==> config.mk <==
export PLATFORM = sky130hd
export DESIGN_NAME = if_fetch_unit
export DESIGN_NICKNAME = d
export VERILOG_FILES = /design/src/rtl/cpu_pkg.sv /design/src/rtl/if_sync_fifo.sv /design/src/rtl/if_fetch_unit.sv
export SDC_FILE = /design/constraint.sdc
export NUM_CORES = 1
export LEC_CHECK = 0
export ABC_AREA = 1
export CELL_PAD_IN_SITES_DETAIL_PLACEMENT = 0
export CELL_PAD_IN_SITES_GLOBAL_PLACEMENT = 2
export CORE_MARGIN = 3
export CORE_UTILIZATION = 32
export CTS_CLUSTER_SIZE = 16
export DETAILED_ROUTE_END_ITERATION = 10
export GPL_ROUTABILITY_DRIVEN = 0
export PLACE_DENSITY = 0.81
export RECOVER_POWER = 50
export SYNTH_ARGS = -nofsm -noshare
export SYNTH_HDL_FRONTEND = slang
export SYNTH_SLANG_ARGS = --single-unit
export TNS_END_PERCENT = 5
==> constraint.sdc <==
create_clock -name clk_i -period 4.8 [get_ports clk_i]
set_input_delay 1.44 -clock clk_i [delete_from_list [all_inputs] [get_ports clk_i]]
set_output_delay 1.44 -clock clk_i [all_outputs]
set_load 0.01 [all_outputs]
==> src/rtl/cpu_pkg.sv <==
// Shared CPU definitions: datapath width, fetch constants, fetch FSM state.
package cpu_pkg;

  localparam int              XLEN      = 32;
  localparam logic [XLEN-1:0] INSTR_NOP = 32'h0;
  localparam logic [XLEN-1:0] PC_STEP   = 32'd4;

  typedef enum logic {
    FS_RUN,
    FS_DRAIN
  } fetch_state_e;

  // One buffered fetch result: the instruction word and the address it came from.
  typedef struct packed {
    logic [XLEN-1:0] instr;
    logic [XLEN-1:0] pc;
  } fetch_entry_t;

endpackage

==> src/rtl/if_sync_fifo.sv <==
// Small synchronous FIFO with flush and occupancy count. DEPTH must be a power of 2.
module if_sync_fifo #(
  parameter int WIDTH = 32,
  parameter int DEPTH = 2,
  localparam int AW = $clog2(DEPTH),
  localparam int CW = AW + 1
) (
  input  logic             clk,
  input  logic             rst,
  input  logic             flush,
  input  logic             push,
  input  logic [WIDTH-1:0] din,
  input  logic             pop,
  output logic [WIDTH-1:0] dout,
  output logic             empty,
  output logic [CW-1:0]    count
);

  localparam logic [CW-1:0] FULL_CNT = CW'(DEPTH);

  logic [WIDTH-1:0] mem [DEPTH];
  logic [AW-1:0]    wr_ptr, rd_ptr;
  logic             do_push, do_pop;

  // Pop only real entries; a push into a full FIFO is fine when the head leaves the same cycle.
  assign do_pop  = pop && (count != '0);
  assign do_push = push && ((count != FULL_CNT) || do_pop);

  assign dout  = mem[rd_ptr];
  assign empty = (count == '0);

  // Pointer and occupancy bookkeeping; flush discards everything held.
  always_ff @(posedge clk or posedge rst) begin
    if (rst) begin
      wr_ptr <= '0;
      rd_ptr <= '0;
      count  <= '0;
    end else if (flush) begin
      wr_ptr <= '0;
      rd_ptr <= '0;
      count  <= '0;
    end else begin
      if (do_push) wr_ptr <= wr_ptr + AW'(1);
      if (do_pop)  rd_ptr <= rd_ptr + AW'(1);
      count <= count + CW'(do_push) - CW'(do_pop);
    end
  end

  // Storage array, no reset needed since occupancy gates visibility.
  always_ff @(posedge clk) begin
    if (do_push && !flush) mem[wr_ptr] <= din;
  end

endmodule

==> src/rtl/if_fetch_unit.sv <==
// Instruction fetch stage: PC generation, credit-limited imem requests,
// stale-response discard after redirect, and an in-order instruction buffer.
module if_fetch_unit
  import cpu_pkg::*;
#(
  parameter logic [31:0] RESET_PC   = 32'h0000_0000,
  parameter int          FIFO_DEPTH = 2
) (
  input  logic        clk_i,
  input  logic        rst_i,
  input  logic        stall_i,
  input  logic        redirect_i,
  input  logic [31:0] redirect_pc_i,
  output logic        imem_req_o,
  output logic [31:0] imem_addr_o,
  input  logic        imem_ready_i,
  input  logic        imem_rvalid_i,
  input  logic [31:0] imem_rdata_i,
  output logic        valid_o,
  output logic [31:0] instr_o,
  output logic [31:0] PC_o,
  output logic [31:0] PC_next_o
);

  localparam int            CW      = $clog2(FIFO_DEPTH) + 1;
  localparam logic [CW:0]   CREDITS = (CW + 1)'(FIFO_DEPTH);

  logic [XLEN-1:0] fetch_pc;
  logic [CW-1:0]   outstanding, outstanding_nxt, discard;
  logic [CW-1:0]   buf_count, tag_count;
  fetch_state_e    state;
  logic            in_drain, accept, keep_word;
  logic            buf_push, buf_pop, buf_empty, tag_empty;
  fetch_entry_t    buf_in, buf_head;
  logic [XLEN-1:0] tag_head;
  logic            unused_tag;

  // Credits cover both buffered and in-flight words so the buffer can never overflow.
  assign imem_req_o  = !rst_i && !redirect_i &&
                       (({1'b0, buf_count} + {1'b0, outstanding}) < CREDITS);
  assign imem_addr_o = fetch_pc;
  assign accept      = imem_req_o && imem_ready_i;

  assign in_drain        = (state == FS_DRAIN);
  assign keep_word       = imem_rvalid_i && !in_drain;
  assign outstanding_nxt = outstanding + CW'(accept) - CW'(imem_rvalid_i);

  // A word returning in a redirect cycle belongs to the old path and is dropped.
  assign buf_push = keep_word && !redirect_i;
  assign buf_pop  = valid_o && !stall_i && !redirect_i;
  assign buf_in   = '{instr: imem_rdata_i, pc: tag_head};

  assign valid_o   = !buf_empty;
  assign instr_o   = valid_o ? buf_head.instr : INSTR_NOP;
  assign PC_o      = valid_o ? buf_head.pc : '0;
  assign PC_next_o = valid_o ? (buf_head.pc + PC_STEP) : '0;

  // Tag queue occupancy is implied by outstanding/discard; keep it for debug only.
  assign unused_tag = ^{tag_count, tag_empty};

  // Fetch PC, in-flight count and the RUN/DRAIN discard tracker.
  always_ff @(posedge clk_i or posedge rst_i) begin
    if (rst_i) begin
      fetch_pc    <= RESET_PC;
      outstanding <= '0;
      discard     <= '0;
      state       <= FS_RUN;
    end else begin
      outstanding <= outstanding_nxt;
      if (redirect_i) begin
        // No issue happens this cycle, so everything still due after it is stale.
        fetch_pc <= redirect_pc_i & ~32'h3;
        discard  <= outstanding_nxt;
        state    <= (outstanding_nxt != '0) ? FS_DRAIN : FS_RUN;
      end else begin
        if (accept) fetch_pc <= fetch_pc + PC_STEP;
        if (imem_rvalid_i && in_drain) begin
          discard <= discard - CW'(1);
          state   <= (discard == CW'(1)) ? FS_RUN : FS_DRAIN;
        end
      end
    end
  end

  if_sync_fifo #(
    .WIDTH($bits(fetch_entry_t)),
    .DEPTH(FIFO_DEPTH)
  ) u_instr_buf (
    .clk  (clk_i),
    .rst  (rst_i),
    .flush(redirect_i),
    .push (buf_push),
    .din  (buf_in),
    .pop  (buf_pop),
    .dout (buf_head),
    .empty(buf_empty),
    .count(buf_count)
  );

  // Addresses of live in-flight requests, consumed in order as their words return.
  if_sync_fifo #(
    .WIDTH(XLEN),
    .DEPTH(FIFO_DEPTH)
  ) u_tag_q (
    .clk  (clk_i),
    .rst  (rst_i),
    .flush(redirect_i),
    .push (accept),
    .din  (fetch_pc),
    .pop  (keep_word),
    .dout (tag_head),
    .empty(tag_empty),
    .count(tag_count)
  );

endmodule
==> results of run 1 <==
registers in the layout, indices dropped and copies added, names as in the netlist:
name and cells:
in_drain 1, u_instr_buf.count 2, u_instr_buf.rd_ptr 1, u_tag_q.count 2, u_instr_buf.mem 124, discard 2
imem_addr_o 30, outstanding 2, u_tag_q.wr_ptr 1, u_tag_q.rd_ptr 1, u_instr_buf.wr_ptr 1, u_tag_q.mem 60
repair_timing:
action | CTS | global route
setup endpoints to repair | 4 | 15
hold buffers | 0 | 0
resized for setup | 1 | 3
cell usage after synthesis:
cell      count
nand2_1     399
edfxtp_1    184
inv_1       107
nor2_1       95
nand3_1      53
a21oi_1      50
dfrtp_1      43
o21ai_0      28
clkbuf_1     23
nand4_1      20
nand2_2      16
o211ai_1     15
xor2_1       15
nor2_2       10
ha_1          9
o21bai_1      9
xnor2_1       9
buf_1         8
buf_4         8
nor3_1        7
buf_2         3
buf_6         3
inv_2         3
nor2_4        3
o21ai_1       3
or2_2         2
a31o_2        1
and2_1        1
buf_12        1
buf_8         1
clkinv_1      1
conb_1        1
fa_1          1
nand2_4       1
nor3_2        1
o21a_1        1
o21ai_2       1
o221ai_1      1
or2_1         1
power by group through the flow:
stage               clock network (mW)  registers, mW  logic (mW)
floorplan                            0           2.54       0.934
finish                            1.85           2.54        1.72
global route                      1.98           2.56        1.92
CTS                               1.91           2.53        1.76
global placement                     0           2.56        1.74
detailed placement                   0           2.57        1.75
worst max path at each step:
| stage | to | from | slack (ns) |
|---|---|---|---|
| 5_1_grt | PC_next_o[30] | u_instr_buf.rd_ptr | 0.009 |
| 3_3_place_gp | PC_next_o[22] | u_instr_buf.rd_ptr | 0.52 |
| 2_1_floorplan | u_instr_buf.mem[0][10] | redirect_i | -0.12 |
| 6_report | PC_next_o[23] | u_instr_buf.rd_ptr | 0.32 |
| 3_5_place_dp | PC_next_o[30] | u_instr_buf.rd_ptr | 0.53 |
| 4_1_cts | PC_next_o[28] | u_instr_buf.rd_ptr | 0.11 |
cell type report:
class                   instances  area (sq um)
multi-input cells             758          3550
inverters                     111           417
repair buffers                206          2010
clock inverters                14           140
well taps                     442           553
diodes                          1          2.50
fillers                      3280         18900
flip-flops and latches        227          6600
clock buffers                  30           654
worst min-delay path, cell delays in order (launching register included):
cell and delay (ns):
dfrtp_1 0.34, nand2_1 0.05, nand3_1 0.07
layer usage:
metal / part of all wire / vias up
li1: - / 4105
met1: 0.49 / 3658
met2: 0.44 / 210
met3: 0.055 / 26
met4: 0.015 / 0
met5: 0 / -
logic make-up after synthesis:
group,Yosys count,synth area share
compound gates,109,0.0575
xor+xnor,24,0.0195
fa+ha+maj,10,0.0123
buf+inv,158,0.0629
flops,227,0.613
other cells,1,0.000348
simple gates,609,0.234
==> results.json, run 1 <==
{
  "grt_pass1_wl_mm": 43.0,
  "place_ws_ns": 0.528,
  "period_share": 0.933,
  "drv_slew": 210,
  "violations": "max-capacitance violations, max-slew violations",
  "worst-r2r-cell-count": 13,
  "clockRootBuffer": "clkbuf_16",
  "cp_cell_sequence": "inv_2, buf_4, nand2_1, nand2_1, nand2_1, nor2_2, nand2_1, nor2_4, nand3_1, nand2_1, nand2_1, inv_1, clkdlybuf4s50_1",
  "synth.ff_latch_count": 227,
  "worstHoldStart": "discard[1]",
  "timing.rr.start": "u_instr_buf.count[0]",
  "seqPwrFrac": 0.415,
  "p_per_area_mw_per_mm2": 438,
  "ios": 200,
  "place_inst": 1744,
  "cts_buffers": 24,
  "met2_usage": 0.228,
  "peakVddDrop_mv": 0.201,
  "ys_types": 39,
  "final_common_cell": "nand2_1",
  "met1_usage": 0.222,
  "grt_pass1_vias": 7639,
  "drive_gt1_frac": 0.0669,
  "avgViaCountPerCell": 4.47,
  "status": "complete, but fails checks",
  "top_usage_layer": "met2",
  "crit_top_cell": "nand2_1",
  "p_clk_frac": 0.303,
  "hold_path_depth": 2,
  "crit_slowest_cell": "clkdlybuf4s50_1",
  "reg2reg_slack_ns": 1.00,
  "clk_transition_reported_paths_ns": 0.06,
  "rsz0062_at_grt": "false",
  "routedWlPerCell_microns": 15.1,
  "final_area_sq_mm": 0.0139,
  "firstDrtPassIters": 5,
  "period_minus_slack_ns": 4.48,
  "crit_arrival_ns": 3.04,
  "slowest_delay_ns": 0.53,
  "r2r-end": "imem_addr_o[22]",
  "start_util": 0.328,
  "worstPathRequired_ns": 3.36,
  "min_to": "discard[1]",
  "grt.overflow.total": 0,
  "fmax_ghz": 0.223,
  "num_vias": 7999,
  "yosys.area.top_type": "edfxtp_1",
  "synth_top_area_frac": 0.513,
  "p_int_mw": 4.22,
  "synth.avg_cell_area_sq_um": 9.46,
  "path_max_fanout": 25,
  "finalSetupViolCount": 0,
  "use_met3": 0.0256,
  "postLayoutSetupSlackWorst_ns": 0.321,
  "critical_path_class": "reg2out",
  "clk_latency_ns": 0.51,
  "worstSetupPathDepth": 13,
  "holdWs_ns": 0.501,
  "antenna_found_initial": 0,
  "clock-sinks": 227,
  "skew_ns": 0.0147,
  "drt-initial-drc-count": 419,
  "fp.dieArea_sq_mm": 0.0359,
  "port-buffer-count": 191,
  "combPwrFrac": 0.281,
  "final.setup.tns_ns": 0,
  "post-route-util": 0.424,
  "totalWireLength_mm": 27.1,
  "worst-slew-pin-transition_ns": 2.59,
  "finalHoldViolations": 0,
  "hp-class": "reg2reg",
  "core_area_sq_mm": 0.0329,
  "p_leak_nw": 5.47,
  "slew_headroom": -0.727,
  "start_kind": "flip-flop",
  "dieWidth_microns": 189,
  "clockBufferDepth": 3,
  "route.detailed.drc": 0,
  "endpoint_kind": "primary output",
  "h-tree-depth": 1,
  "swShare": 0.310,
  "path_buf_inv": 4,
  "power_switching_mw": 1.89,
  "drtAntennaViolNets": 0,
  "stdcell_count": 1789,
  "layout_common_cells": "399 x nand2_1, 184 x edfxtp_1, 156 x clkdlybuf4s50_1",
  "postSynthCellCount": 1138,
  "area_growth_pct": 29.4,
  "yosysWarningCount": 0,
  "place_area_sq_mm": 0.0132,
  "cp_top_family": "simple AND/OR/NAND/NOR gates",
  "synth_area_leaders": "edfxtp_1 51%, nand2_1 14%, dfrtp_1 10%",
  "cts_setup_buffers": 0,
  "die_y_microns": 189,
  "ys_seq_area_frac": 0.613,
  "netlist_area_sq_mm": 0.0108,
  "cts_tree": "built",
  "drv_cap": 4,
  "power_mw": 6.11,
  "nets": 1408,
  "track_usage": 0.148,
  "hpwl_mm": 18.8,
  "num_rows": 66,
  "grt_max_degree": 63
}
Note: power is estimated with default switching activity, not from simulation.
==> run 2: changes to the inputs <==
- CORE_ASPECT_RATIO: unset -> 0.8
- HOLD_SLACK_MARGIN: unset -> 0.1
==> results.json, run 2 (synthesis gave the netlist of run 1 again) <==
{
  "clk_transition_reported_paths_ns": 0.06,
  "worst-r2r-cell-count": 13,
  "port-buffer-count": 191,
  "worstPathRequired_ns": 3.36,
  "final_common_cell": "nand2_1",
  "worst-slew-pin-transition_ns": 2.61,
  "area_growth_pct": 29.5,
  "timing.rr.start": "u_instr_buf.count[0]",
  "largest_reg_flops": 124,
  "start_kind": "flip-flop",
  "grt_pass1_wl_mm": 44.7,
  "clock-sinks": 227,
  "antenna_found_initial": 0,
  "violations": "max-capacitance violations, max-slew violations",
  "period_share": 0.936,
  "peakVddDrop_mv": 0.298,
  "final_area_sq_mm": 0.0139,
  "avgViaCountPerCell": 4.56,
  "min_to": "discard[1]",
  "path_buf_inv": 4,
  "totalWireLength_mm": 28.7,
  "path_max_fanout": 18,
  "dieWidth_microns": 211,
  "drt-initial-drc-count": 483,
  "fp.dieArea_sq_mm": 0.0359,
  "post-route-util": 0.424,
  "h-tree-depth": 1,
  "period_minus_slack_ns": 4.49,
  "start_util": 0.328,
  "num_rows": 59,
  "slowest_delay_ns": 0.53,
  "rsz0062_at_grt": "false",
  "finalSetupViolCount": 0,
  "cp_top_family": "simple AND/OR/NAND/NOR gates",
  "routedWlPerCell_microns": 16.2,
  "final.setup.tns_ns": 0,
  "grt_pass1_vias": 7694,
  "drive_gt1_frac": 0.0698,
  "track_usage": 0.157,
  "r2r-end": "imem_addr_o[22]",
  "fmax_ghz": 0.223,
  "slew_headroom": -0.739,
  "firstDrtPassIters": 5,
  "grt.overflow.total": 0,
  "worstHoldStart": "discard[1]",
  "hold_path_depth": 2,
  "regMostFlops": "u_instr_buf.mem",
  "cts_buffers": 25,
  "route.detailed.drc": 0,
  "hpwl_mm": 20.2,
  "ios": 200,
  "core_area_sq_mm": 0.0329,
  "ctsHoldBuffers": 0,
  "cp_cell_sequence": "inv_4, buf_4, nand2_1, nand2_1, nand2_2, nor2_2, nand2_1, nor2_4, nand3_1, nand2_1, nand2_1, inv_1, clkdlybuf4s50_1",
  "p_per_area_mw_per_mm2": 443,
  "die_y_microns": 170,
  "grt_max_degree": 63,
  "crit_slowest_cell": "clkdlybuf4s50_1",
  "cts_tree": "built",
  "diodes": 0,
  "clk_latency_ns": 0.51,
  "clockBufferDepth": 3,
  "skew_ns": 0.0250,
  "place_area_sq_mm": 0.0131,
  "crit_top_cell": "nand2_1",
  "layout_common_cells": "399 x nand2_1, 184 x edfxtp_1, 156 x clkdlybuf4s50_1",
  "status": "complete, but fails checks",
  "endpoint_kind": "primary output",
  "drtAntennaViolNets": 0,
  "drv_slew": 210,
  "finalHoldViolations": 0,
  "reg2reg_slack_ns": 1.08,
  "nets": 1409,
  "clockRootBuffer": "clkbuf_16",
  "p_leak_nw": 5.48,
  "num_vias": 8084,
  "drv_cap": 4,
  "hp-class": "reg2reg",
  "critical_path_class": "reg2out",
  "crit_arrival_ns": 3.05
}
## run 2: layout make-up
cell class              instances  area (sq um)
multi-input cells             758          3550
flip-flops and latches        227          6600
clock buffers                  27           643
clock inverters                17           175
repair buffers                206          2020
well taps                     427           534
inverters                     111           419
fillers                      3198         18900
## run 2: tightest hold or removal path: stages, from the launching register on
cell	delay (ns)
dfrtp_1	0.35
nand2_1	0.06
nand3_1	0.08
## run 2: per-stage QoR
stage                     hold slack, ns  std cells  power, mW  setup WS (ns)
after floorplan                    0.465       1143       3.47         -0.116
after CTS                          0.518       1773       6.26         0.0110
after detailed placement           0.503       1729       4.35          0.450
after global routing               0.556       1773       6.54         0.0130
final                              0.512       1773       6.18          0.307
after global placement             0.480       1729       4.33          0.496
## run 2: power breakdown
part / internal [mW] / switching (mW)
clock: 1.13 / 0.761
combinational: 0.724 / 1.02
sequential: 2.37 / 0.171
total: 4.23 / 1.95
## run 2: worst max-delay path by stage
stage | startpoint | end | slack (ns) | cells after the start
finish | u_instr_buf.rd_ptr | PC_next_o[23] | 0.31 | 13
global route | u_instr_buf.rd_ptr | PC_next_o[28] | 0.01 | 13
CTS | u_instr_buf.rd_ptr | PC_next_o[28] | 0.01 | 13
detailed placement | u_instr_buf.rd_ptr | PC_next_o[22] | 0.45 | 11
global placement | u_instr_buf.rd_ptr | PC_next_o[16] | 0.50 | 11
floorplan | redirect_i | u_instr_buf.mem[0][10] | -0.12 | 4
## run 2: what timing repair did
action / CTS / global route
buffers inserted: 0 / 0
resized for setup: 1 / 8
setup endpoints to repair: 6 / 19
## run 2: per-layer routing
layer	vias up	wire [microns]	track usage	part of all wire
met5	-	0	0	0
met4	0	426	0.0282	0.015
met3	31	1710	0.0288	0.060
met2	210	11800	0.224	0.41
met1	3737	14700	0.251	0.51
li1	4106	-	-	-
==> run 3: changes to the inputs <==
- ABC_CLOCK_PERIOD_IN_PS: unset -> 4800
- CTS_CLUSTER_SIZE: 16 -> 8
- TNS_END_PERCENT: 5 -> 30
==> results.json, run 3 (synthesis gave the netlist of run 1 again) <==
{
  "ios": 200,
  "num_rows": 59,
  "critical_path_class": "reg2out",
  "clockBufferDepth": 3,
  "grt_max_degree": 63,
  "hold_path_depth": 2,
  "clock-sinks": 227,
  "dieWidth_microns": 211,
  "firstDrtPassIters": 5,
  "core_area_sq_mm": 0.0329,
  "largest_reg_flops": 124,
  "start_util": 0.328,
  "antenna_found_initial": 0,
  "violations": "max-capacitance violations, max-slew violations",
  "slew_headroom": -0.738,
  "nets": 1418,
  "power_switching_mw": 1.99,
  "grt_pass1_wl_mm": 44.9,
  "routedWlPerCell_microns": 16.3,
  "rsz0062_at_grt": "false",
  "totalWireLength_mm": 28.9,
  "p_clk_frac": 0.337,
  "peakVddDrop_mv": 0.200,
  "num_vias": 8154,
  "grt.overflow.total": 0,
  "place_ws_ns": 0.450,
  "combPwrFrac": 0.269,
  "worstPathRequired_ns": 3.36,
  "p_leak_nw": 5.56,
  "worst-slew-pin-transition_ns": 2.61,
  "die_y_microns": 170,
  "period_share": 0.938,
  "swShare": 0.307,
  "fmax_ghz": 0.222,
  "h-tree-depth": 2,
  "timing.rr.start": "u_instr_buf.count[0]",
  "period_minus_slack_ns": 4.50,
  "grt_pass1_vias": 7833,
  "avgViaCountPerCell": 4.58,
  "port-buffer-count": 191,
  "clk_latency_ns": 0.50,
  "area_growth_pct": 30.9,
  "stdcell_count": 1779,
  "drive_gt1_frac": 0.0688,
  "power_mw": 6.46,
  "fill_cells": 3173,
  "clk_transition_reported_paths_ns": 0.05,
  "route.detailed.drc": 0,
  "status": "complete, but fails checks",
  "finalSetupViolCount": 0,
  "drv_slew": 210,
  "worstHoldStart": "discard[1]",
  "regMostFlops": "u_instr_buf.mem",
  "final_area_sq_mm": 0.0141,
  "p_int_mw": 4.48,
  "finalHoldViolations": 0,
  "r2r-end": "imem_addr_o[22]",
  "skew_ns": 0.0279,
  "postLayoutSetupSlackWorst_ns": 0.299,
  "diodes": 0,
  "drv_cap": 4,
  "worst-r2r-cell-count": 13,
  "clockRootBuffer": "clkbuf_16",
  "cts_buffers": 34,
  "holdWs_ns": 0.511,
  "fp.dieArea_sq_mm": 0.0359,
  "track_usage": 0.159,
  "layout_common_cells": "399 x nand2_1, 184 x edfxtp_1, 156 x clkdlybuf4s50_1",
  "final.setup.tns_ns": 0,
  "min_to": "discard[1]",
  "seqPwrFrac": 0.394,
  "start_kind": "flip-flop",
  "cts_tree": "built",
  "final_common_cell": "nand2_1",
  "endpoint_kind": "primary output",
  "place_inst": 1729,
  "p_per_area_mw_per_mm2": 458,
  "cts_setup_buffers": 0,
  "startpoint": "u_instr_buf.rd_ptr",
  "hp-class": "reg2reg",
  "path_max_fanout": 18,
  "place_area_sq_mm": 0.0131,
  "hpwl_mm": 20.2,
  "reg2reg_slack_ns": 1.07,
  "crit_arrival_ns": 3.06,
  "post-route-util": 0.429,
  "drt-initial-drc-count": 469,
  "drtAntennaViolNets": 0
}
## run 3: area by class of cell
type                       instances  area, sq um  area share
clock buffer                      47          921      0.0653
clock inverter                     3         62.6     0.00444
inverter                         111          418      0.0296
multi-input combinational        758         3550       0.252
sequential                       227         6600       0.468
tap                              427          534      0.0379
timing repair buffer             206         2010       0.143
## run 3: worst max-delay path by stage
stage	to	depth (start not counted)
final	PC_next_o[23]	13
after global routing	PC_next_o[21]	11
after CTS	PC_next_o[28]	13
after detailed placement	PC_next_o[22]	11
after global placement	PC_next_o[16]	11
after floorplan	u_instr_buf.mem[0][10]	4
## run 3: layer usage
metal,global-route usage,part of all wire,up-vias
met3,0.0330,0.059,28
met2,0.224,0.41,219
met5,0,0,-
met4,0.0352,0.012,0
li1,-,-,4120
met1,0.249,0.52,3787
## run 3: power by group through the flow
stage | registers [mW] | logic, mW | clock network, mW
2_1_floorplan | 2.54 | 0.934 | 0
3_3_place_gp | 2.57 | 1.76 | 0
3_5_place_dp | 2.58 | 1.77 | 0
4_1_cts | 2.54 | 1.78 | 2.24
5_1_grt | 2.58 | 1.94 | 2.31
6_report | 2.55 | 1.74 | 2.18
## run 3: repair_timing
| action | in CTS | in global routing |
|---|---|---|
| hold buffers | 0 | 0 |
| resized for setup | 1 | 5 |
| endpoints found under the setup margin | 6 | 17 |
## run 3: critical path, cell delays in order (launching register included)
cell	delay (ns)
dfrtp_2	0.44
clkinv_2	0.22
buf_4	0.25
nand2_1	0.07
nand2_1	0.12
nand2_2	0.11
nor2_2	0.19
nand2_1	0.13
nor2_4	0.22
nand3_1	0.10
nand2_1	0.07
nand2_1	0.05
inv_1	0.05
clkdlybuf4s50_1	0.53
